`src/rtl/apb2apb_bridge_pkg.sv`:
```
// Shared types and constants for the request-to-APB-to-memory bridge.
package apb2apb_bridge_pkg;

    localparam int ADDR_WIDTH = 32;
    localparam int DATA_WIDTH = 32;
    localparam int BE_WIDTH   = DATA_WIDTH / 8;
    localparam int MEM_WORDS  = 256;

    // Highest legal address (exclusive) in units of each access size
    localparam int LIMIT_FULLWORD = MEM_WORDS;
    localparam int LIMIT_HALFWORD = MEM_WORDS * 2;
    localparam int LIMIT_BYTE     = MEM_WORDS * 4;

    typedef enum logic [1:0] {
        FULLWORD = 2'd0,
        HALFWORD = 2'd1,
        BYTE     = 2'd2
    } dsel_type;

    typedef enum logic [1:0] {
        IDLE   = 2'd0,
        SETUP  = 2'd1,
        ACCESS = 2'd2
    } master_state_e;

endpackage

```
`src/rtl/apb2mem_slave.sv`:
```
// APB slave fronting a word-organised memory: one wait state, size-scaled
// address decode, range check and byte-lane steering.
module apb2mem_slave
    import apb2apb_bridge_pkg::*;
(
    input  logic                  clk,
    input  logic                  rst_n,
    input  logic                  psel,
    input  logic                  penable,
    input  logic                  pwrite,
    input  logic [ADDR_WIDTH-1:0] paddr,
    input  logic [DATA_WIDTH-1:0] pwdata,
    input  logic [1:0]            psize,
    output logic [DATA_WIDTH-1:0] prdata,
    output logic                  pready,
    output logic                  pslverr,
    output logic                  mem_wr,
    output logic                  mem_rd,
    output logic [BE_WIDTH-1:0]   mem_be,
    output logic [ADDR_WIDTH-1:0] mem_address,
    output logic [DATA_WIDTH-1:0] mem_data_in,
    input  logic [DATA_WIDTH-1:0] mem_data_out
);

    logic                  wait_done;
    logic                  addr_ok;
    logic                  strobe;
    logic [ADDR_WIDTH-1:0] word_idx;
    logic [BE_WIDTH-1:0]   lane_be;
    logic [4:0]            lane_shift;
    logic [DATA_WIDTH-1:0] lane_mask;

    // wait_done marks the second ACCESS cycle; it self-clears so pready is one cycle wide
    always_ff @(posedge clk) begin
        if (!rst_n) begin
            wait_done <= 1'b0;
        end else begin
            wait_done <= psel & penable & ~wait_done;
        end
    end

    assign pready = psel & penable & wait_done;

    always_comb begin
        word_idx   = paddr;
        lane_be    = '1;
        lane_shift = 5'd0;
        lane_mask  = '1;
        addr_ok    = paddr < ADDR_WIDTH'(LIMIT_FULLWORD);
        case (psize)
            HALFWORD: begin
                word_idx   = paddr >> 1;
                lane_be    = paddr[0] ? 4'b1100 : 4'b0011;
                lane_shift = {paddr[0], 4'b0000};
                lane_mask  = DATA_WIDTH'(32'h0000_FFFF);
                addr_ok    = paddr < ADDR_WIDTH'(LIMIT_HALFWORD);
            end
            BYTE: begin
                word_idx   = paddr >> 2;
                lane_be    = BE_WIDTH'(1) << paddr[1:0];
                lane_shift = {paddr[1:0], 3'b000};
                lane_mask  = DATA_WIDTH'(32'h0000_00FF);
                addr_ok    = paddr < ADDR_WIDTH'(LIMIT_BYTE);
            end
            default: ;
        endcase
    end

    // Strobes are gated by reset so a reset landing on the ready cycle aborts the write
    assign strobe      = pready & addr_ok & rst_n;
    assign pslverr     = pready & ~addr_ok;
    assign mem_wr      = strobe & pwrite;
    assign mem_rd      = strobe & ~pwrite;
    assign mem_be      = strobe ? lane_be : '0;
    assign mem_address = strobe ? word_idx : '0;
    assign mem_data_in = strobe ? ((pwdata & lane_mask) << lane_shift) : '0;
    assign prdata      = (mem_data_out >> lane_shift) & lane_mask;

endmodule

```
`src/rtl/apb2apb_bridge.sv`:
```
// Request front end driving an internal APB master; each request becomes one
// SETUP/ACCESS transfer to the memory-facing APB slave.
module apb2apb_bridge
    import apb2apb_bridge_pkg::*;
(
    input  logic                  clk,
    input  logic                  rst_n,
    input  logic [1:0]            dsel,
    input  logic                  trnsfr,
    input  logic                  wr,
    input  logic [ADDR_WIDTH-1:0] address,
    input  logic [DATA_WIDTH-1:0] data_in,
    output logic [DATA_WIDTH-1:0] data_out,
    output logic                  mem_wr,
    output logic                  mem_rd,
    output logic [BE_WIDTH-1:0]   mem_be,
    output logic [ADDR_WIDTH-1:0] mem_address,
    output logic [DATA_WIDTH-1:0] mem_data_in,
    input  logic [DATA_WIDTH-1:0] mem_data_out,
    output master_state_e         dbg_state
);

    master_state_e         state_q, state_d;
    logic                  capture;
    logic [1:0]            size_q;
    logic                  wr_q;
    logic [ADDR_WIDTH-1:0] addr_q;
    logic [DATA_WIDTH-1:0] wdata_q;
    logic [DATA_WIDTH-1:0] rdata_q;

    logic                  psel, penable, pwrite, pready, pslverr;
    logic [ADDR_WIDTH-1:0] paddr;
    logic [DATA_WIDTH-1:0] pwdata, prdata;
    logic [1:0]            psize;
    logic                  read_done;
    logic [DATA_WIDTH-1:0] read_value;

    always_comb begin
        state_d = state_q;
        capture = 1'b0;
        case (state_q)
            IDLE: begin
                if (trnsfr) begin
                    state_d = SETUP;
                    capture = 1'b1;
                end
            end
            SETUP: state_d = ACCESS;
            ACCESS: begin
                if (pready) begin
                    state_d = trnsfr ? SETUP : IDLE;
                    capture = trnsfr;
                end
            end
            default: state_d = IDLE;
        endcase
    end

    assign psel       = (state_q != IDLE);
    assign penable    = (state_q == ACCESS);
    assign pwrite     = wr_q;
    assign paddr      = addr_q;
    assign pwdata     = wdata_q;
    assign psize      = size_q;
    assign dbg_state  = state_q;

    // Read data is visible combinationally in its ready cycle, then held
    assign read_done  = psel & penable & pready & ~pwrite & rst_n;
    assign read_value = pslverr ? '0 : prdata;
    assign data_out   = read_done ? read_value : rdata_q;

    always_ff @(posedge clk) begin
        if (!rst_n) begin
            state_q <= IDLE;
            size_q  <= '0;
            wr_q    <= 1'b0;
            addr_q  <= '0;
            wdata_q <= '0;
            rdata_q <= '0;
        end else begin
            state_q <= state_d;
            if (capture) begin
                size_q  <= dsel;
                wr_q    <= wr;
                addr_q  <= address;
                wdata_q <= data_in;
            end
            if (read_done) begin
                rdata_q <= read_value;
            end
        end
    end

    apb2mem_slave u_slave (
        .clk          (clk),
        .rst_n        (rst_n),
        .psel         (psel),
        .penable      (penable),
        .pwrite       (pwrite),
        .paddr        (paddr),
        .pwdata       (pwdata),
        .psize        (psize),
        .prdata       (prdata),
        .pready       (pready),
        .pslverr      (pslverr),
        .mem_wr       (mem_wr),
        .mem_rd       (mem_rd),
        .mem_be       (mem_be),
        .mem_address  (mem_address),
        .mem_data_in  (mem_data_in),
        .mem_data_out (mem_data_out)
    );

endmodule

```
`config.mk`:
```
export PLATFORM = sky130hd
export DESIGN_NAME = apb2apb_bridge
export DESIGN_NICKNAME = d
export VERILOG_FILES = /design/src/rtl/apb2apb_bridge_pkg.sv /design/src/rtl/apb2mem_slave.sv /design/src/rtl/apb2apb_bridge.sv
export SDC_FILE = /design/constraint.sdc
export NUM_CORES = 1
export LEC_CHECK = 0
export ABC_AREA = 1
export CAP_MARGIN = 20
export CORE_MARGIN = 10
export CORE_UTILIZATION = 41
export CTS_CLUSTER_DIAMETER = 60
export DETAILED_ROUTE_END_ITERATION = 10
export GPL_ROUTABILITY_DRIVEN = 0
export PLACE_DENSITY_LB_ADDON = 0.3
export SETUP_SLACK_MARGIN = 0.1
export SYNTH_ARGS = -nofsm -noshare
export SYNTH_HDL_FRONTEND = slang
export SYNTH_SLANG_ARGS = --single-unit
```
`constraint.sdc`:
```
create_clock -name clk -period 1.8 [get_ports clk]
set_input_delay 0.18 -clock clk [delete_from_list [all_inputs] [get_ports clk]]
set_output_delay 0.18 -clock clk [all_outputs]
set_load 0.02 [all_outputs]
```
==> results of run 1 <==
-- worst min path at each step --
stage | end | from | cells past startpoint
floorplan | addr_q[14] | address[14] | 2
global placement | pwdata[15] | pwdata[15] | 2
detailed placement | pwdata[8] | pwdata[8] | 2
CTS | rdata_q[30] | rst_n | 4
global route | rdata_q[28] | rst_n | 4
finish | rdata_q[26] | rst_n | 4
-- per-stage QoR --
stage	area [µm²]	utilization, %	power [mW]	setup TNS, ns
floorplan	5820	-	3.29	-1.19
global placement	8340	63.0	3.85	-42.98
detailed placement	8340	63.0	3.86	-44.41
CTS	9270	70.0	5.92	-38.75
global route	9500	71.7	6.24	-52.91
finish	9500	71.7	5.96	-42.07
-- tightest hold or removal path: stages --
cell     delay [ns]
buf_2          0.12
inv_2          0.08
buf_4          0.20
a21oi_2        0.10
-- cells in the final DEF, fill, tap and decap left out, drive strengths merged, types with 8 or more instances in the layout --
cell type,netlist,layout
a21oi,73,73
buf,44,204
clkbuf,32,10
clkdlybuf4s50,0,102
conb,1,23
dfxtp,102,102
inv,74,78
nand2,194,194
nand3,33,33
nor2,166,166
o211ai,8,8
o21ai,116,116
o22ai,16,16
-- kinds of logic (layout without fill, tap and decap cells) --
kind of cell / Yosys count / count (layout)
simple gates: 402 / 402
buf+inv: 151 / 398
compound gates: 213 / 213
fa+ha+maj: 2 / 2
flops: 102 / 102
other cells: 1 / 23
-- where the power goes --
group | switching [mW] | total (mW) | internal [mW]
Clock | 0.993 | 1.98 | 0.986
Combinational | 0.825 | 1.50 | 0.676
Sequential | 0.0732 | 2.48 | 2.40
Total | 1.89 | 5.96 | 4.07
-- flip-flops by register name (all words and copies together) (netlist names) --
name,flops
psize,2
rdata_q,32
pwdata,32
u_slave.wait_done,1
pwrite,1
addr_q,32
dbg_state,2
-- final cells by class --
class / instances / area (µm²)
Inverter: 75 / 288
Timing Repair Buffer: 307 / 3180
Fill cell: 1036 / 3740
Sequential cell: 102 / 2040
Multi-Input combinational cell: 640 / 3470
Clock buffer: 9 / 225
Tap cell: 176 / 220
Clock inverter: 7 / 72.6
-- layer usage --
metal  GRT usage (%)  share of wire (%)  up-vias
met5               0                  0        -
met2            37.8                 49      294
met1            24.6                 38     3078
met3            7.90                 10       49
li1                -                  -     3287
met4            7.04                2.9        0
-- timing repair --
action,in CTS,in global routing
gates resized for setup,581,56
pin swaps,22,21
buffers inserted,9,3
setup endpoints to repair,93,112
cloned,6,1
==> flow_summary.yaml, run 1 <==
outcome:
  status: "finished with violations"
  violations: "negative setup slack"
power_and_ir_drop:
  total_leakage_power_nw: 4.15
  ir_drop_uv: 613
  powerDensity_nw_per_um2: 627
critical_path:
  rr_worst_depth: 13
  r2r_start: "psize[0]"
  worstPathBufferInverterCount: 5
  worstSetupStartpointType: "flip-flop"
  cpLargestDelayFamily: "simple AND/OR/NAND/NOR gates"
  slowest_delay_ns: 0.34
  crit_end: "mem_be[3]"
  cp-end-kind: "primary output"
  slowest_stage: "dfxtp_2"
  cp.required_ns: 1.62
  arrival_ns: 2.22
  critPathMaxFanout: 7
  startpoint: "psize[0]"
  cp.depth: 12
  r2r_end: "rdata_q[10]"
  path_class: "flip-flop to primary output"
  cp_cell_sequence: "inv_2, ha_4, inv_4, nor2_2, nor2_2, inv_1, nand3_2, nor2_4, nand2_4, buf_12, a21oi_2, buf_6"
  crit_top_cell: "nor2_2"
  r2r_slack_ns: -0.11
grt:
  grt_antenna_before_repair: 1
  grt_max_degree: 68
  grt-ovfl-total: 0
  first_global_vias: 6518
  grt_use_total_pct: 21.9
  grt_pass1_wl_um: 32800
finish:
  antennaDiodeCount: 0
  fin_nets: 1239
  area_growth_pct: 71.8
  stdcell_count: 1316
  drive_gt1_share_pct: 33.9
sta:
  holdWs_ns: 0.359
  drv_slew: 0
  slew_headroom_pct: 63.0
  hold_viol: 0
  grt_setup_unrepaired: "yes"
  fmax_ghz: 0.417
  fin_crit_ns: 2.40
  fin_skew_ns: 0.00959
  finalCritPeriodShare_pct: 133
  final-setup-viol-count: 84
  setup_ws_ns: -0.599
  worst_pin_slew_ns: 0.556
logic_synthesis:
  yosysMostFrequentCell: "nand2_1"
  synth_cells: 871
  synth_edf_count: 0
  yosysTopAreaCell: "dfxtp_1"
  synth_area_leaders: "dfxtp_1, nand2_1, nor2_1"
  synthXorXnorAreaFrac_pct: 0
  synthAdderAreaFrac_pct: 0.452
  synth_top_family_by_area: "simple AND/OR/NAND/NOR gates"
  ys_seq_elements: 102
  synthFlopType: "dfxtp_1"
  synth_top_area_share_pct: 36.9
  ys_types: 28
  synth.cell_area_um2: 5530
  yosys.area_share.simple_pct: 29.9
  synth-compound-area-share_pct: 20.0
  ys_warn_count: 0
  ys_async_sr_fraction_pct: 0
  synth_common_cells: "nand2_1, nor2_1, o21ai_0"
  ys_seq_area_share_pct: 36.9
  synthMuxAreaShare_pct: 0
  syn_avg_cell_area_um2: 6.35
route:
  ant_nets: 0
  wl_per_cell_um: 16.2
  first_iter_violations: 516
  routed_wl_um: 21300
  drc: 0
  dr.pass1.iters: 5
  vias: 6708
  vias_per_cell: 5.10
clocking:
  htree_num_levels: 3
  insertion_delay_ns: 0.36
  clock_path_buffers: 2
  clock-sinks: 102
  cts_tree: "done"
  cts_inserted_buffers: 9
  root_buffer: "clkbuf_16"
  cts_hold_buf: 0
  clkTransAtPathRegs_ns: 0.08
floorplanning:
  die-area_um2: 18500
  die_w_um: 136
  design.portCount: 206
  core_area_um2: 13200
  row_count: 42
  start_util_pct: 41.8
  dieHeight_um: 136
placed_design:
  placed_cells: 1281
  numPortBuffers: 182
  hpwl_um: 14400
  dp_slack_ns: -0.673
run:
  cap_violations: 0
min_path:
  worstHoldPathType: "input pin to flip-flop"
(Power assumes the default switching activity.)
==> inputs of run 2 (changes only) <==
--- a/config.mk
+++ b/config.mk
@@ -10,6 +10,7 @@
 export CORE_MARGIN = 10
 export CORE_UTILIZATION = 41
 export CTS_CLUSTER_DIAMETER = 60
+export CTS_CLUSTER_SIZE = 25
 export DETAILED_ROUTE_END_ITERATION = 10
 export GPL_ROUTABILITY_DRIVEN = 0
 export PLACE_DENSITY_LB_ADDON = 0.3
==> results of run 2 <==
The final DEF is identical to that of run 1; final timing and power are the same.
==> inputs of run 3 (changes only) <==
--- a/config.mk
+++ b/config.mk
@@ -6,6 +6,7 @@
 export NUM_CORES = 1
 export LEC_CHECK = 0
 export ABC_AREA = 1
+export ABC_CLOCK_PERIOD_IN_PS = 1800
 export CAP_MARGIN = 20
 export CORE_MARGIN = 10
 export CORE_UTILIZATION = 41
==> results of run 3 <==
The final DEF is identical to that of run 1; final timing and power are the same.
